`src/rtl/tl_pkg.sv`:
```
// ============================================================================
// Module      : tl_pkg
// Description : Shared light codes, phase encodings, requester IDs and the
//               round-robin pick helper for the intersection phase scheduler.
// Revision    : 1.0 - initial release
// ============================================================================
`default_nettype none

package tl_pkg;

    localparam logic [1:0] L_R = 2'b00;
    localparam logic [1:0] L_G = 2'b01;
    localparam logic [1:0] L_Y = 2'b10;

    typedef enum logic [2:0] {
        A_GRN  = 3'd0,
        A_YEL  = 3'd1,
        ALLRED = 3'd2,
        B_GRN  = 3'd3,
        B_YEL  = 3'd4,
        WALK   = 3'd5
    } phase_e;

    typedef enum logic [1:0] {
        REQ_A = 2'd0,
        REQ_B = 2'd1,
        REQ_P = 2'd2
    } req_e;

    // One-hot pick of the first pending requester after 'last' (A->B->P->A);
    // all-zero when nothing is pending.
    function automatic logic [2:0] rr_pick(input req_e last, input logic [2:0] pend);
        logic [2:0] pick;
        int         idx;
        pick = 3'b000;
        for (int i = 1; i <= 3; i++) begin
            idx = (int'(last) + i) % 3;
            if (pick == 3'b000 && pend[idx]) begin
                pick[idx] = 1'b1;
            end
        end
        return pick;
    endfunction

endpackage

`default_nettype wire

```
`src/rtl/tl_phase_timer.sv`:
```
// ============================================================================
// Module      : tl_phase_timer
// Description : Phase cycle counter; clears on state change, otherwise counts
//               up and saturates at all-ones.
// Revision    : 1.0 - initial release
// ============================================================================
`default_nettype none

module tl_phase_timer #(
    parameter int CW = 6
) (
    input  logic          i_clk,
    input  logic          i_rstn,
    input  logic          i_clr,
    output logic [CW-1:0] o_cnt
);

    localparam logic [CW-1:0] C_MAX = '1;

    logic [CW-1:0] cnt_q;
    logic [CW-1:0] cnt_d;

    always_comb begin
        cnt_d = cnt_q;
        if (i_clr) begin
            cnt_d = '0;
        end else if (cnt_q != C_MAX) begin
            cnt_d = cnt_q + 1'b1;
        end
    end

    always_ff @(posedge i_clk or negedge i_rstn) begin
        if (!i_rstn) begin
            cnt_q <= '0;
        end else begin
            cnt_q <= cnt_d;
        end
    end

    assign o_cnt = cnt_q;

endmodule

`default_nettype wire

```
`src/rtl/tl_phase_sched.sv`:
```
// ============================================================================
// Module      : tl_phase_sched
// Description : Traffic-actuated phase scheduler for a two-road intersection
//               with pedestrian crossing; round-robin grant between A, B, P.
// Revision    : 1.0 - initial release
// ============================================================================
`default_nettype none

module tl_phase_sched
    import tl_pkg::*;
#(
    parameter int T_GREEN_MIN = 8,
    parameter int T_GREEN_MAX = 32,
    parameter int T_YELLOW    = 3,
    parameter int T_ALLRED    = 2,
    parameter int T_WALK      = 10,
    parameter int CW          = 6
) (
    input  logic       i_clk,
    input  logic       i_rstn,
    input  logic       i_req_a,
    input  logic       i_req_b,
    input  logic       i_ped_req,
    input  logic       i_hold,
    output logic [1:0] o_light_a,
    output logic [1:0] o_light_b,
    output logic       o_walk,
    output logic       o_ped_pend,
    output logic [2:0] o_phase
);

    localparam logic [CW-1:0] C_GMIN = CW'(T_GREEN_MIN - 1);
    localparam logic [CW-1:0] C_GMAX = CW'(T_GREEN_MAX - 1);
    localparam logic [CW-1:0] C_YEL  = CW'(T_YELLOW - 1);
    localparam logic [CW-1:0] C_ARED = CW'(T_ALLRED - 1);
    localparam logic [CW-1:0] C_WALK = CW'(T_WALK - 1);

    phase_e        state_q, state_d;
    req_e          last_q, last_d;
    logic          ped_q, ped_d;
    logic [CW-1:0] cnt;
    logic          state_chg;
    logic [2:0]    grant;

    assign state_chg = (state_d != state_q);
    assign grant     = rr_pick(last_q, {ped_q, i_req_b, i_req_a});

    tl_phase_timer #(
        .CW (CW)
    ) u_timer (
        .i_clk  (i_clk),
        .i_rstn (i_rstn),
        .i_clr  (state_chg),
        .o_cnt  (cnt)
    );

    always_comb begin
        state_d = state_q;
        case (state_q)
            A_GRN: begin
                if ((i_req_b || ped_q) && cnt >= C_GMIN &&
                    (!i_req_a || cnt >= C_GMAX) && !i_hold) begin
                    state_d = A_YEL;
                end
            end
            B_GRN: begin
                if ((i_req_a || ped_q) && cnt >= C_GMIN &&
                    (!i_req_b || cnt >= C_GMAX) && !i_hold) begin
                    state_d = B_YEL;
                end
            end
            A_YEL, B_YEL: begin
                if (cnt >= C_YEL) begin
                    state_d = ALLRED;
                end
            end
            WALK: begin
                if (cnt >= C_WALK && !i_hold) begin
                    state_d = ALLRED;
                end
            end
            ALLRED: begin
                // Road A is the rest phase when nobody is waiting.
                if (cnt >= C_ARED) begin
                    if (grant[1]) begin
                        state_d = B_GRN;
                    end else if (grant[2]) begin
                        state_d = WALK;
                    end else begin
                        state_d = A_GRN;
                    end
                end
            end
            default: state_d = A_GRN;
        endcase
    end

    always_comb begin
        last_d = last_q;
        if (state_chg) begin
            case (state_d)
                A_GRN:   last_d = REQ_A;
                B_GRN:   last_d = REQ_B;
                WALK:    last_d = REQ_P;
                default: last_d = last_q;
            endcase
        end
        // Clearing on WALK entry swallows a press in that same cycle.
        ped_d = ped_q | i_ped_req;
        if (state_chg && state_d == WALK) begin
            ped_d = 1'b0;
        end
    end

    always_ff @(posedge i_clk or negedge i_rstn) begin
        if (!i_rstn) begin
            state_q <= A_GRN;
            last_q  <= REQ_A;
            ped_q   <= 1'b0;
        end else begin
            state_q <= state_d;
            last_q  <= last_d;
            ped_q   <= ped_d;
        end
    end

    always_comb begin
        o_light_a = L_R;
        o_light_b = L_R;
        o_walk    = 1'b0;
        case (state_q)
            A_GRN:   o_light_a = L_G;
            A_YEL:   o_light_a = L_Y;
            B_GRN:   o_light_b = L_G;
            B_YEL:   o_light_b = L_Y;
            WALK:    o_walk    = 1'b1;
            default: o_walk    = 1'b0;
        endcase
    end

    assign o_ped_pend = ped_q;
    assign o_phase    = state_q;

endmodule

`default_nettype wire

```
`config.mk`:
```
export PLATFORM = sky130hd
export DESIGN_NAME = tl_phase_sched
export DESIGN_NICKNAME = d
export VERILOG_FILES = /design/src/rtl/tl_pkg.sv /design/src/rtl/tl_phase_timer.sv /design/src/rtl/tl_phase_sched.sv
export SDC_FILE = /design/constraint.sdc
export NUM_CORES = 1
export LEC_CHECK = 0
export BUFFER_PORTS_ARGS = -buffer_cell sky130_fd_sc_hd__buf_2
export CORE_MARGIN = 2
export CORE_UTILIZATION = 45
export CTS_CLUSTER_SIZE = 24
export DETAILED_ROUTE_END_ITERATION = 8
export GPL_TIMING_DRIVEN = 0
export PLACE_DENSITY_LB_ADDON = 0.08
export SETUP_SLACK_MARGIN = 0.5
export SLEW_MARGIN = 20
export SYNTH_ARGS = -nofsm -noshare
export SYNTH_HDL_FRONTEND = slang
export SYNTH_SLANG_ARGS = --single-unit
```
`constraint.sdc`:
```
create_clock -name i_clk -period 3.97 [get_ports i_clk]
set_clock_uncertainty 0.2 [all_clocks]
set_input_delay 0.1985 -clock i_clk [delete_from_list [all_inputs] [get_ports i_clk]]
set_output_delay 0.1985 -clock i_clk [all_outputs]
set_load 0.02 [all_outputs]
```
### Yosys cells after proc, flatten, opt, wreduce, memory -nomap -nowiden

Cells that the tools add are included.

| operators by class | value |
|---|---|
| equal/unequal tests | 9 |
| bitwise gates (word level) | 3 |
| $add $sub $neg | 4 |
| divide/modulo/power cells | 3 |
| muxes and demuxes | 33 |
| $lt $le $gt $ge | 11 |
| reduce and logical (&&, ||, !) cells | 28 |

Operator list:

| cell | count |
|---|---|
| greater-or-equal comparator 32 x 1 -> 1 bit (second input constant) | 3 |
| less-than comparator 32 x 4 -> 1 bit (second input constant) | 3 |
| remainder unit 32 x 3 -> 32 bit (second input constant) | 3 |
| two-way mux 3 bit | 10 |
| one-hot mux 3 bit (5 select lines) | 1 |
| logical AND 1 bit | 13 |
| zero test 3 bit | 4 |
| two-way mux 6 bit | 2 |
| two-way mux 1 bit | 11 |
| == test 3 x 2 -> 1 bit (second input constant) | 3 |
| == test 3 bit (second input constant) | 3 |
| one-hot mux 2 bit (2 select lines) | 2 |
| adder 2 x 2 -> 3 bit (second input constant) | 2 |
| adder 6 x 1 -> 6 bit (second input constant) | 1 |
| binary-select mux 1 bit (select 2 bit) | 3 |
| demux 1 bit (select 2 bit) | 3 |
| greater-or-equal comparator 6 x 1 -> 1 bit (second input constant) | 1 |
| greater-or-equal comparator 6 x 2 -> 1 bit (second input constant) | 1 |
| greater-or-equal comparator 6 x 3 -> 1 bit (second input constant) | 1 |
| greater-or-equal comparator 6 x 4 -> 1 bit (second input constant) | 1 |
| greater-or-equal comparator 6 x 5 -> 1 bit (second input constant) | 1 |
| inequality test 6 bit (second input constant) | 1 |
| bitwise OR 3 bit | 2 |
| one-hot mux 2 bit (3 select lines) | 1 |
| other kinds (10) | 15 |

| storage, ports and cells | value |
|---|---|
| input port bits | 6 |
| register bits | 12 |
| logic and storage cells | 95 |

### Longest topological paths before layout

| depth | value |
|---|---|
| word-level depth | 20 |
| mapped depth | 10 |
| gate-level depth less buffers | 9 |

### Hierarchy

Synthesis repeated with hierarchy kept, for this count alone.

| second synthesis, totals | value |
|---|---|
| cell total of the unflattened synthesis | 131 |
| area, all modules | 1,107.3 sq um |

Modules (own cells, without submodules):

| module | area each (sq um) | instances | sequential area each (sq um) | cells an instance |
|---|---|---|---|---|
| tl_phase_sched | 804.5 | 1 | 150.1 | 102 |
| tl_phase_timer | 302.8 | 1 | 150.1 | 29 |

### Worst setup path before layout

Ideal clock, no wire load.

| timing path | value |
|---|---|
| kind | register -> register |
| start point | register state_q[0], in the netlist o_phase[0] |
| end point | register last_q[0] |
| arrival time | 2.608 ns |
| setup time | 0.126 ns |
| clock period less this slack | 2.934 ns |
| setup slack | 1.036 ns |
| stages on the path, launching flop included | 9 |
| path through | dfrtp_1 -> buf_6 -> nor3_1 -> o21ai_1 -> o311a_1 -> and4b_1 -> a211o_1 -> and3_1 -> a221o_1 |

| between the ends | value |
|---|---|
| word-level cells in the longest chain between the ends | 6 |

RTL lines:

| element | RTL line | text |
|---|---|---|
| start: declaration | tl_phase_sched.sv:38 | `phase_e state_q, state_d;` |
| start signal: assignment | tl_phase_sched.sv:121 | `state_q <= state_d;` |
| == test 3 bit or == test 3 x 1 -> 1 bit (tied branches) | tl_phase_sched.sv:59 | `case (state_q)` |
| OR reduction 2 bit | tl_phase_sched.sv:59 |  |
| one-hot mux 3 bit (5 select lines) | tl_phase_sched.sv:59 |  |
| == test 3 bit, or another cell as far along | tl_phase_sched.sv:101 | `case (state_d)` |
| nonzero test 3 bit (no source line) | -- |  |
| AND reduction 2 bit (no source line) | -- |  |
| end signal: assignment | tl_phase_sched.sv:122 | `last_q <= last_d;` |
| end: declaration | tl_phase_sched.sv:39 | `req_e last_q, last_d;` |

Parallel ways exist; a longest one is shown, timed or not.
A chain may end at the register's enable or synchronous reset.

### Worst setup path after layout

| timing path | value |
|---|---|
| start point | register last_q[0] |
| end point | register last_q[0] |

| between the ends | value |
|---|---|
| word-level cells in the longest chain between the ends | 20 |

RTL lines:

| element | RTL line | text |
|---|---|---|
| adder 2 x 1 -> 3 bit | tl_pkg.sv:37 | `idx = (int'(last) + i) % 3;` |
| remainder unit 32 x 3 -> 32 bit | tl_pkg.sv:37 |  |
| greater-or-equal comparator 32 x 1 -> 1 bit (not written as such) or less-than comparator 32 x 4 -> 1 bit (tied branches) | tl_pkg.sv:39 | `pick[idx] = 1'b1;` |
| logical AND 1 bit (not written as such) | tl_pkg.sv:39 |  |
| two-way mux 1 bit (not written as such) | tl_pkg.sv:39 |  |
| demux 1 bit (select 2 bit) | tl_pkg.sv:39 |  |
| two-way mux 3 bit | tl_pkg.sv:38 | `if (pick == 3'b000 && pend[idx]) begin` |
| zero test 3 bit | tl_pkg.sv:38 |  |
| [4 not listed] | -- |  |
| two-way mux 3 bit * | tl_pkg.sv:38 |  |
| two-way mux 3 bit | tl_phase_sched.sv:87 | `end else if (grant[2]) begin` |
| two-way mux 3 bit * | tl_phase_sched.sv:85 | `if (grant[1]) begin` |
| two-way mux 3 bit * | tl_phase_sched.sv:84 | `if (cnt >= C_ARED) begin` |
| one-hot mux 3 bit (5 select lines) * | tl_phase_sched.sv:59 |  |
| == test 3 bit, or another cell as far along | tl_phase_sched.sv:101 |  |
| nonzero test 3 bit (no source line) | -- |  |
| AND reduction 2 bit (no source line) | -- |  |

Every way passes the cells marked *; elsewhere a longest branch is shown, timed or not. The select of a mux whose other input is x is not followed.

==> impl_metrics.py <==
metrics = {
    "status": {
        "status": "complete, no violations",
    },
    "grt": {
        "grt_max_degree": 13,
        "grtUsageMet2_pct": 27.6,
        "track_usage_pct": 20.6,
        "grt_pass1_wl_um": 4340,
        "met3_usage_pct": 2.42,
        "top_usage_layer": "met1",
        "antenna_found_initial": 0,
        "grt_pass1_vias": 931,
        "use_met1_pct": 32.3,
        "overflow": 0,
    },
    "timing": {
        "setup_violations": 0,
        "rsz0062_at_grt": "false",
        "max_slew.worst_pin.slew_ns": 0.522,
        "tns_ns": 0,
        "fin_crit_sh_pct": 77.1,
        "final.min_clock_period_ns": 3.06,
        "setup_ws_ns": 0.910,
        "finalHoldViolCount": 0,
        "finalMaxSlewViolations": 0,
        "clock.fmax_ghz": 0.327,
        "slew_headroom_pct": 65.2,
    },
    "critical_path": {
        "path_common_cell": "and4b_1",
        "arrival_ns": 3.02,
        "crit_chain": "inv_1 -> ha_1 -> buf_4 -> mux2i_1 -> and4b_1 -> o221ai_1 -> and4b_1 -> a211o_1 -> and3_1 -> a221o_1",
        "crit_slowest_cell": "dfrtp_1",
        "path_max_fanout": 10,
        "crit_path_end_kind": "flop",
        "startpoint": "last_q[0]",
        "r2r-start": "last_q[0]",
        "crit_path_start_kind": "flop",
        "cpPeakStageDelay_ns": 0.40,
        "worstPathRequired_ns": 3.93,
        "crit_type": "flop to flop",
    },
    "clocking": {
        "tritoncts": "done",
        "ctsHtreeMaxLevel": 1,
        "cts_root_buf": "clkbuf_4",
        "clkSinkCount": 12,
        "clkLatencyLatePin_ns": 0.28,
        "cts_made_buffers": 3,
        "postCtsResizedCells": 0,
        "cts_buffer_depth": 2,
        "post_cts_buffers": 0,
        "hold_buffers": 2,
        "clk_pin_slew_ns": 0.07,
    },
    "power_and_ir_drop": {
        "leakage_uw": 0.000640,
        "p_sw_uw": 472,
        "netSwitchingFraction_pct": 49.6,
        "seqPwrFrac_pct": 22.6,
        "irDropWorstVdd_v": 0.000384,
        "combinationalPowerShare_pct": 69.6,
        "p_clk_share_pct": 7.8,
        "internal-power_uw": 480,
        "power_density_nw_per_um2": 723,
    },
    "final_layout": {
        "drive_gt1_share_pct": 21.3,
        "area_growth_pct": 12.9,
        "nNetsFinal": 176,
        "final_cells": 190,
        "n_antenna_cell": 0,
    },
    "worst_hold_path": {
        "hold_path_class": "input port to async pin",
    },
    "die": {
        "row_count": 18,
        "core_area_um2": 2480,
        "die-area_um2": 3010,
        "die_x_um": 54.9,
        "start_util_pct": 47.1,
        "die_h_um": 54.9,
        "ios": 15,
    },
    "placed_design": {
        "numPortBuffers": 14,
        "pre_cts_ws_ns": 0.967,
        "place_inst": 185,
        "dp_hpwl_um": 2030,
        "gp_congestion": 0.809,
    },
    "synth": {
        "netlist_area_um2": 1170,
        "syn_avg_cell_area_um2": 8.27,
        "synthFlopType": "dfrtp_1",
        "synth_cell_types": 52,
        "ys_async_sr_fraction_pct": 100,
        "yosys_warnings": 0,
        "synth_edf_count": 0,
        "ys_seq_elements": 12,
        "synth_fp_nets": 155,
        "syn_inst": 141,
        "yosysSeqAreaShare_pct": 25.8,
    },
    "run": {
        "drv_cap": 0,
    },
    "drt": {
        "drtIter0Drc": 39,
        "drt-total-wl_um": 2660,
        "num_vias": 1130,
        "drt-pass1-iter-count": 4,
        "postRouteAntennaNets": 0,
        "drc": 0,
        "vias_per_cell": 5.95,
        "routedWlPerCell_um": 14.0,
    },
}
==> power by group through the flow <==
stage / Clock (µW) / Sequential, µW / Combinational [µW]
after floorplan: 0 / 222 / 498
after global placement: 0 / 215 / 639
after detailed placement: 0 / 216 / 653
after CTS: 76.5 / 214 / 658
after global routing: 79.9 / 224 / 740
final: 74.5 / 215 / 662
==> synth_stat cells (2+ instances only) <==
master,n,area [µm²]
dfrtp_1,12,300
nand2_1,12,45.0
nor2_1,12,45.0
nand3_1,9,45.0
ha_1,8,100
inv_1,8,30.0
nand2b_1,5,31.3
nor3_1,4,20.0
nor3b_1,4,30.0
o21ai_0,4,20.0
a21o_1,3,22.5
a21oi_1,3,15.0
and3_1,3,18.8
buf_2,3,15.0
o2bb2ai_1,3,26.3
a21o_2,2,17.5
a31o_2,2,17.5
a41oi_1,2,17.5
and3_2,2,15.0
and4b_1,2,20.0
mux2i_1,2,20.0
nor2b_1,2,12.5
o21ai_1,2,10.0
o21bai_1,2,15.0
o221ai_1,2,17.5
o31ai_1,2,15.0
==> layout make-up <==
cell class	instances	area [µm²]
flip-flops and latches	12	300
repair buffers	16	90.1
plain buffers	5	33.8
fillers	239	1160
well taps	30	37.5
inverters	8	30.0
multi-input cells	116	802
clock buffers	3	22.5
==> worst paths after layout <==
kind                                    end  slack (ns)  cells past startpoint
setup / recovery                  last_q[0]        0.91                     10
hold / removal             u_timer.o_cnt[5]        0.12                      2
setup reg to reg                  last_q[0]        0.91                     10
hold reg to reg                   last_q[0]        0.39                      1
max in group asynchronous        o_phase[2]        3.24                      2
min in group i_clk               o_phase[2]        0.26                      6
==> through the flow <==
| stage | power [µW] | area (µm²) | hold slack (ns) | util, % |
|---|---|---|---|---|
| 4_1_cts | 949 | 1320 | 0.122 | 53.1 |
| 6_report | 952 | 1320 | 0.118 | 53.1 |
| 2_1_floorplan | 720 | 1170 | -0.297 | - |
| 3_3_place_gp | 854 | 1270 | -0.115 | 51.4 |
| 3_5_place_dp | 870 | 1270 | -0.112 | 51.4 |
| 5_1_grt | 1040 | 1320 | 0.157 | 53.1 |
==> cells in the final DEF, fill, tap and decap left out, types with 3 or more instances in the layout <==
cell / instances
ha_1: 8
a21o_1: 3
nand3_1: 9
inv_1: 8
nand2_1: 12
buf_2: 17
and3_1: 3
clkbuf_4: 3
a21oi_1: 3
dfrtp_1: 12
o2bb2ai_1: 3
nor2_1: 12
o21ai_0: 4
nand2b_1: 5
nor3b_1: 4
nor3_1: 4
==> sequential cells by signal (all words and copies together) (netlist names) <==
name,count
last_q,2
o_ped_pend,1
o_phase,3
u_timer.o_cnt,6
==> routing by layer <==
| layer | part of all wire (%) | vias up | wire length, µm |
|---|---|---|---|
| met4 | 1.8 | 0 | 48 |
| met2 | 40 | 38 | 1080 |
| met1 | 52 | 517 | 1370 |
| met5 | 0 | - | 0 |
| met3 | 5.9 | 5 | 158 |
| li1 | - | 570 | - |
==> critical path: cells and delay by family (launching register included) <==
kind | cells | cell delay [ns]
AND/OR/NAND/NOR | 3 | 0.72
AO/OA/AOI/OAI | 3 | 0.86
flip-flops | 1 | 0.40
multiplexers | 1 | 0.24
adder cells (fa/ha/maj) | 1 | 0.28
buffers and inverters | 2 | 0.24
==> cell families (layout without fill, tap and decap cells) <==
group,after synthesis,after routing,synth area share (%)
multiplexers,3,3,2.68
XOR/XNOR,1,1,0.751
AO/OA/AOI/OAI,41,41,27.3
AND/OR/NAND/NOR,63,63,29.5
buffers and inverters,13,32,5.47
flip-flops,12,12,25.8
adder cells (fa/ha/maj),8,8,8.58
No activity file was read; power rests on OpenSTA's default activity.
